## src/rtl/delay_pkg.sv

```systemverilog
// Shared helpers for the variable delay line.
// Holds the delay-select clamp used to keep the tap index inside the stage array.
// Stage storage types depend on WIDTH, so they live in the module that uses them.
package delay_pkg;

    // Requested tap index, clamped to the last physical stage. Out-of-range
    // requests can only occur when MAX_DEL is not a power of two.
    function automatic int unsigned del_clamp(input int unsigned sel,
                                              input int unsigned max_del);
        return (sel >= max_del) ? (max_del - 1) : sel;
    endfunction

endpackage

```

## src/rtl/delay_tap_mux.sv

```systemverilog
// Output tap select: picks one stage (data + valid) out of the stage array.
// Latency: 0 cycles (pure combinational).
// Backpressure: none; follows the select and stage registers directly.
//
// Ports:
//   i_dat  stage data, index 0 is the newest sample
//   i_vld  stage valids, aligned with i_dat
//   i_sel  stage index to expose
//   o_dat  selected data
//   o_vld  selected valid
module delay_tap_mux #(
    parameter int WIDTH   = 8,
    parameter int MAX_DEL = 16,
    parameter int DW      = 4
) (
    input  logic [MAX_DEL-1:0][WIDTH-1:0] i_dat,
    input  logic [MAX_DEL-1:0]            i_vld,
    input  logic [DW-1:0]                 i_sel,
    output logic [WIDTH-1:0]              o_dat,
    output logic                          o_vld
);

    // Compare-based select keeps indices that have no stage behind them
    // (non power-of-two MAX_DEL) defined as zero.
    always_comb begin
        o_dat = '0;
        o_vld = 1'b0;
        for (int i = 0; i < MAX_DEL; i++) begin
            if (i_sel == DW'(i)) begin
                o_dat = i_dat[i];
                o_vld = i_vld[i];
            end
        end
    end

endmodule

```

## src/rtl/delay_var.sv

```systemverilog
// Runtime-programmable, stallable delay line (1..MAX_DEL cycles) with valid, flush and settle mask.
// Latency: cur_sel+1 enabled clock edges from din to dout; stall (en=0) cycles add one-for-one.
// Backpressure: none; en=0 freezes the whole block, outputs held stable.
//
// Ports:
//   clk, rst_n          clock, synchronous active-low reset
//   en                  advance enable (0 = stall)
//   flush               synchronous clear of stages, applies new delay immediately
//   del_sel             requested delay minus one, clamped to MAX_DEL-1
//   din_valid, din      input sample
//   dout_valid, dout    delayed sample; valid masked while settling
//   settling            high while a delay change is settling
module delay_var
    import delay_pkg::*;
#(
    parameter  int WIDTH   = 8,
    parameter  int MAX_DEL = 16,
    localparam int DW      = $clog2(MAX_DEL)
) (
    input  logic             clk,
    input  logic             rst_n,
    input  logic             en,
    input  logic             flush,
    input  logic [DW-1:0]    del_sel,
    input  logic             din_valid,
    input  logic [WIDTH-1:0] din,
    output logic             dout_valid,
    output logic [WIDTH-1:0] dout,
    output logic             settling
);

    typedef struct packed {
        logic             v;
        logic [WIDTH-1:0] d;
    } stage_t;

    logic [DW-1:0]                 r_cur_sel;
    logic [DW:0]                   r_settle_cnt;
    logic [DW-1:0]                 w_sel_clamp;
    logic [MAX_DEL-1:0][WIDTH-1:0] w_stage_dat;
    logic [MAX_DEL-1:0]            w_stage_vld;
    logic [WIDTH-1:0]              w_tap_dat;
    logic                          w_tap_vld;

    assign w_sel_clamp = DW'(del_clamp(32'(del_sel), 32'(MAX_DEL)));

    // Every stage shifts on en, including those past the active tap, so a
    // longer delay later exposes genuine history once settling completes.
    for (genvar g = 0; g < MAX_DEL; g++) begin : g_stage
        stage_t r_q;
        stage_t w_in;

        if (g == 0) begin : g_head
            assign w_in = '{v: din_valid, d: din};
        end else begin : g_body
            assign w_in = '{v: w_stage_vld[g-1], d: w_stage_dat[g-1]};
        end

        always_ff @(posedge clk) begin
            if (!rst_n) begin
                r_q <= '0;
            end else if (flush) begin
                r_q <= '0;
            end else if (en) begin
                r_q <= w_in;
            end
        end

        assign w_stage_dat[g] = r_q.d;
        assign w_stage_vld[g] = r_q.v;
    end

    // A new tap index needs clamp+1 enabled edges before the stages behind it
    // all hold samples taken under the new alignment; the counter masks valid
    // until then. Flush empties the line, so no masking is needed after it.
    always_ff @(posedge clk) begin
        if (!rst_n) begin
            r_cur_sel    <= '0;
            r_settle_cnt <= '0;
        end else if (flush) begin
            r_cur_sel    <= w_sel_clamp;
            r_settle_cnt <= '0;
        end else if (en) begin
            if (w_sel_clamp != r_cur_sel) begin
                r_cur_sel    <= w_sel_clamp;
                r_settle_cnt <= {1'b0, w_sel_clamp} + (DW+1)'(1);
            end else if (r_settle_cnt != '0) begin
                r_settle_cnt <= r_settle_cnt - (DW+1)'(1);
            end
        end
    end

    delay_tap_mux #(
        .WIDTH   (WIDTH),
        .MAX_DEL (MAX_DEL),
        .DW      (DW)
    ) u_tap_mux (
        .i_dat (w_stage_dat),
        .i_vld (w_stage_vld),
        .i_sel (r_cur_sel),
        .o_dat (w_tap_dat),
        .o_vld (w_tap_vld)
    );

    assign dout       = w_tap_dat;
    assign dout_valid = w_tap_vld && (r_settle_cnt == '0);
    assign settling   = (r_settle_cnt != '0);

endmodule

```

## config.mk

```make
export PLATFORM = sky130hd
export DESIGN_NAME = delay_var
export DESIGN_NICKNAME = d
export VERILOG_FILES = /design/src/rtl/delay_pkg.sv /design/src/rtl/delay_tap_mux.sv /design/src/rtl/delay_var.sv
export SDC_FILE = /design/constraint.sdc
export NUM_CORES = 1
export LEC_CHECK = 0
export ABC_AREA = 0
export CORE_MARGIN = 1.5
export CORE_UTILIZATION = 65
export CTS_CLUSTER_SIZE = 8
export DETAILED_ROUTE_END_ITERATION = 10
export GPL_TIMING_DRIVEN = 0
export PLACE_DENSITY_LB_ADDON = 0.05
export RECOVER_POWER = 50
export SYNTH_ARGS = -nofsm -noshare
export SYNTH_HDL_FRONTEND = slang
export SYNTH_SLANG_ARGS = --single-unit
```

## constraint.sdc

```tcl
create_clock -name clk -period 6.1 [get_ports clk]
set_input_delay 1.83 -clock clk [delete_from_list [all_inputs] [get_ports clk]]
set_output_delay 1.83 -clock clk [all_outputs]
set_load 0.05 [all_outputs]
```

==> impl_results.md <==
* Layout cells sized above 1 at 0.0985
* Post-Route M1 WL at around 8000 um
* Final hold viol count at 0
* Synthesis-to-finish area growth at 14.7%
* PD cells at ~290 nW/um^2
* Number of synthesized flops with an enable pin at 0
* RePlAce Congestion at about 0.9
* Syn Area/Cell at approximately 9.6 um^2
* GR Overflow Total at 0
* Setup CP Type: register to output port
* CTS tree: done
* First-pass GRT wire length at about 30,000 um
* Synth warn at 0
* Most common cell after layout, fill and taps aside: mux2i_1
* GRT Overall Usage at 0.350
* CTS Hold Buffers Added at 0
* Post-route cell area at between 8000 and 9000 um^2
* Async S/R FF share, synth at 0
* Drt via density at 6.20
* Maximum vdd drop at ~0.22 mV
* Core area at 10,400 um^2
* Initial DRT Pass Iterations at 5
* Met2 WL at ~8700 um
* Worst hold slack at 498 ps
* CP Cell Sequence: buf_2, buf_1, clkbuf_1, o21ai_0, a31oi_1, clkdlybuf4s50_1
* CTS Buf Count at 17
* Max FO, Critical Path at 10
* Setup TNS at 0 ps
* Die Y at 107 um
* PortBufs at 26
* CTS H-tree depth at 4
* Crit-path max cell delay at just over 800 ps
* Synth Cell Area at 7000 um^2
* R2r startpoint: r_cur_sel[2]
* CP arrival at around 3500 ps
* Routed length per placed instance at just over 20 um
* Io pins at 27
* Synth Net Count at about 750
* Placed Area at 7430 um^2
* Finish-stage setup viols at 0
* Final nets at approximately 790
* RSZ-0062 raised after global routing: no
* Final period utilization at 0.880
* Uppermost routed layer: met4
* Routed wire length at 18,800 um
* Post-route ant nets at 0
* Pre-CTS WS at roughly 1400 ps
* Die Area at approximately 11,000 um^2
* Gate count after technology mapping at just over 700
* Clock latency on the worst-skew pair at between 500 and 600 ps
* Detailed placement HPWL at 12,800 um
* Synth Flop Type: dfxtp_1
* LEAKAGE at 3.21 nW
* CP max-delay cell: clkdlybuf4s50_1
* Die extent in x at about 110 um
* Status: completed
* Antenna cells at 0
* CP required at roughly 4300 ps
* Clock Root Buffer: clkbuf_8
* Hold path start: g_stage[15].r_q[8]
* Distinct cells, synth at 50
* Max transition margin at 0.509
* Vias in the first global route at between 5,000 and 6,000
* Drc violations at 0
* DR WL met3 at 1510 um
* Worst-path clk slew at 60 ps
* Final min period at 5370 ps
* Starting DRT DRC Count at between 600 and 700
* Postcts setup bufs at 0
* Sequential element share of the synthesized area at 0.438
* Setup ws final at 731 ps
* Fmax at roughly 0.19 GHz
* Initial antenna violation count at 0
* Final Slew Violations at 0
* Total vias in the final route at about 5,700
* Setup crit start kind: register
* Slew @ Worst Pin at ~740 ps
* Max-cap violations at 0
* Synthesized flop and latch total at 153
* Clock sink count at about 150
* Commonest cells after routing, fill and taps aside: mux2i_1 (167), nor2_1 (164), dfxtp_1 (153)
* Clk_skew at approximately 5.8 ps
* Initial Utilization at 0.675
* Post-CTS sizing at 0
* Tot Pwr at 2.30 mW
* Cell Rows at 37
* Clock buffer depth at 2
* Crit. End Element: output port
* Worst setup startpoint: r_cur_sel[2]
* Largest net degree at the start of global routing at 17
* Worst hold path type: register to register
## layer usage
layer | global-route usage | up-vias
met5 | 0 | -
met4 | 0.159 | 0
met3 | 0.0766 | 65
met2 | 0.549 | 276
met1 | 0.463 | 2733
li1 | - | 2622
## cells in the mapped netlist, types with 6 or more instances
master    instances  area (um^2)
o21ai_0          28          140
mux2i_1         167         1670
mux4_2            8          180
nor2b_1           7         43.8
a21oi_1          18         90.1
mux2_2           12          135
nand2_1          25         93.8
clkbuf_1         23         86.3
buf_2            25          125
dfxtp_1         153         3060
inv_1             6         22.5
nand3_1           9         45.0
nor2_1          164          616
nor3_1            6         30.0
## metrics by stage
stage                util  instances
floorplan               -        726
global placement    0.716        888
detailed placement  0.716        888
CTS                 0.774        918
global route        0.774        918
finish              0.774        918
## where the power goes
part           switching, mW  leakage (nW)  internal [mW]
sequential           0.00435          1.23           1.00
clock                  0.399         0.292          0.672
combinational          0.143          1.68         0.0811
total                  0.547          3.21           1.76
## final cells by class
class | instances | area [um^2]
Clock buffer | 23 | 487
Buffer | 56 | 262
Multi-Input combinational cell | 511 | 3650
Sequential cell | 153 | 3060
Clock inverter | 7 | 115
Fill cell | 705 | 2340
Inverter | 6 | 22.5
Tap cell | 136 | 170
Timing Repair Buffer | 26 | 260
## logic make-up (layout without fill, tap and decap cells)
kind of cell               after synthesis  in the layout  share of synthesized area
and+or+nand+nor                        225            225                      0.134
muxes                                  191            191                      0.297
DFF                                    153            153                      0.438
AOI/OAI and AO/OA                       86             86                     0.0781
buffers and inverters                   62            118                     0.0411
xor gates and xnor gates                 6              6                    0.00751
adders and majority gates                3              3                    0.00536
## worst paths after layout
path                        endpoint  slack [ps]  depth (start not counted)
hold / removal    g_stage[15].r_q[8]         500                          2
setup reg to reg        r_cur_sel[2]        4080                          5
setup / recovery          dout_valid         730                          6
hold reg to reg   g_stage[15].r_q[8]         500                          2
## registers in the layout, indices dropped and copies added (netlist names)
signal / cells
r_settle_cnt: 5
g_stage.w_in: 9
g_stage.r_q: 135
r_cur_sel: 4
## worst max-delay path: cells and delay by family, from the launching register on
kind	cells	cell delay, ps
compound gates	2	480
buf+inv	4	2140
flops	1	360
Power figures use the tool's default switching activity.
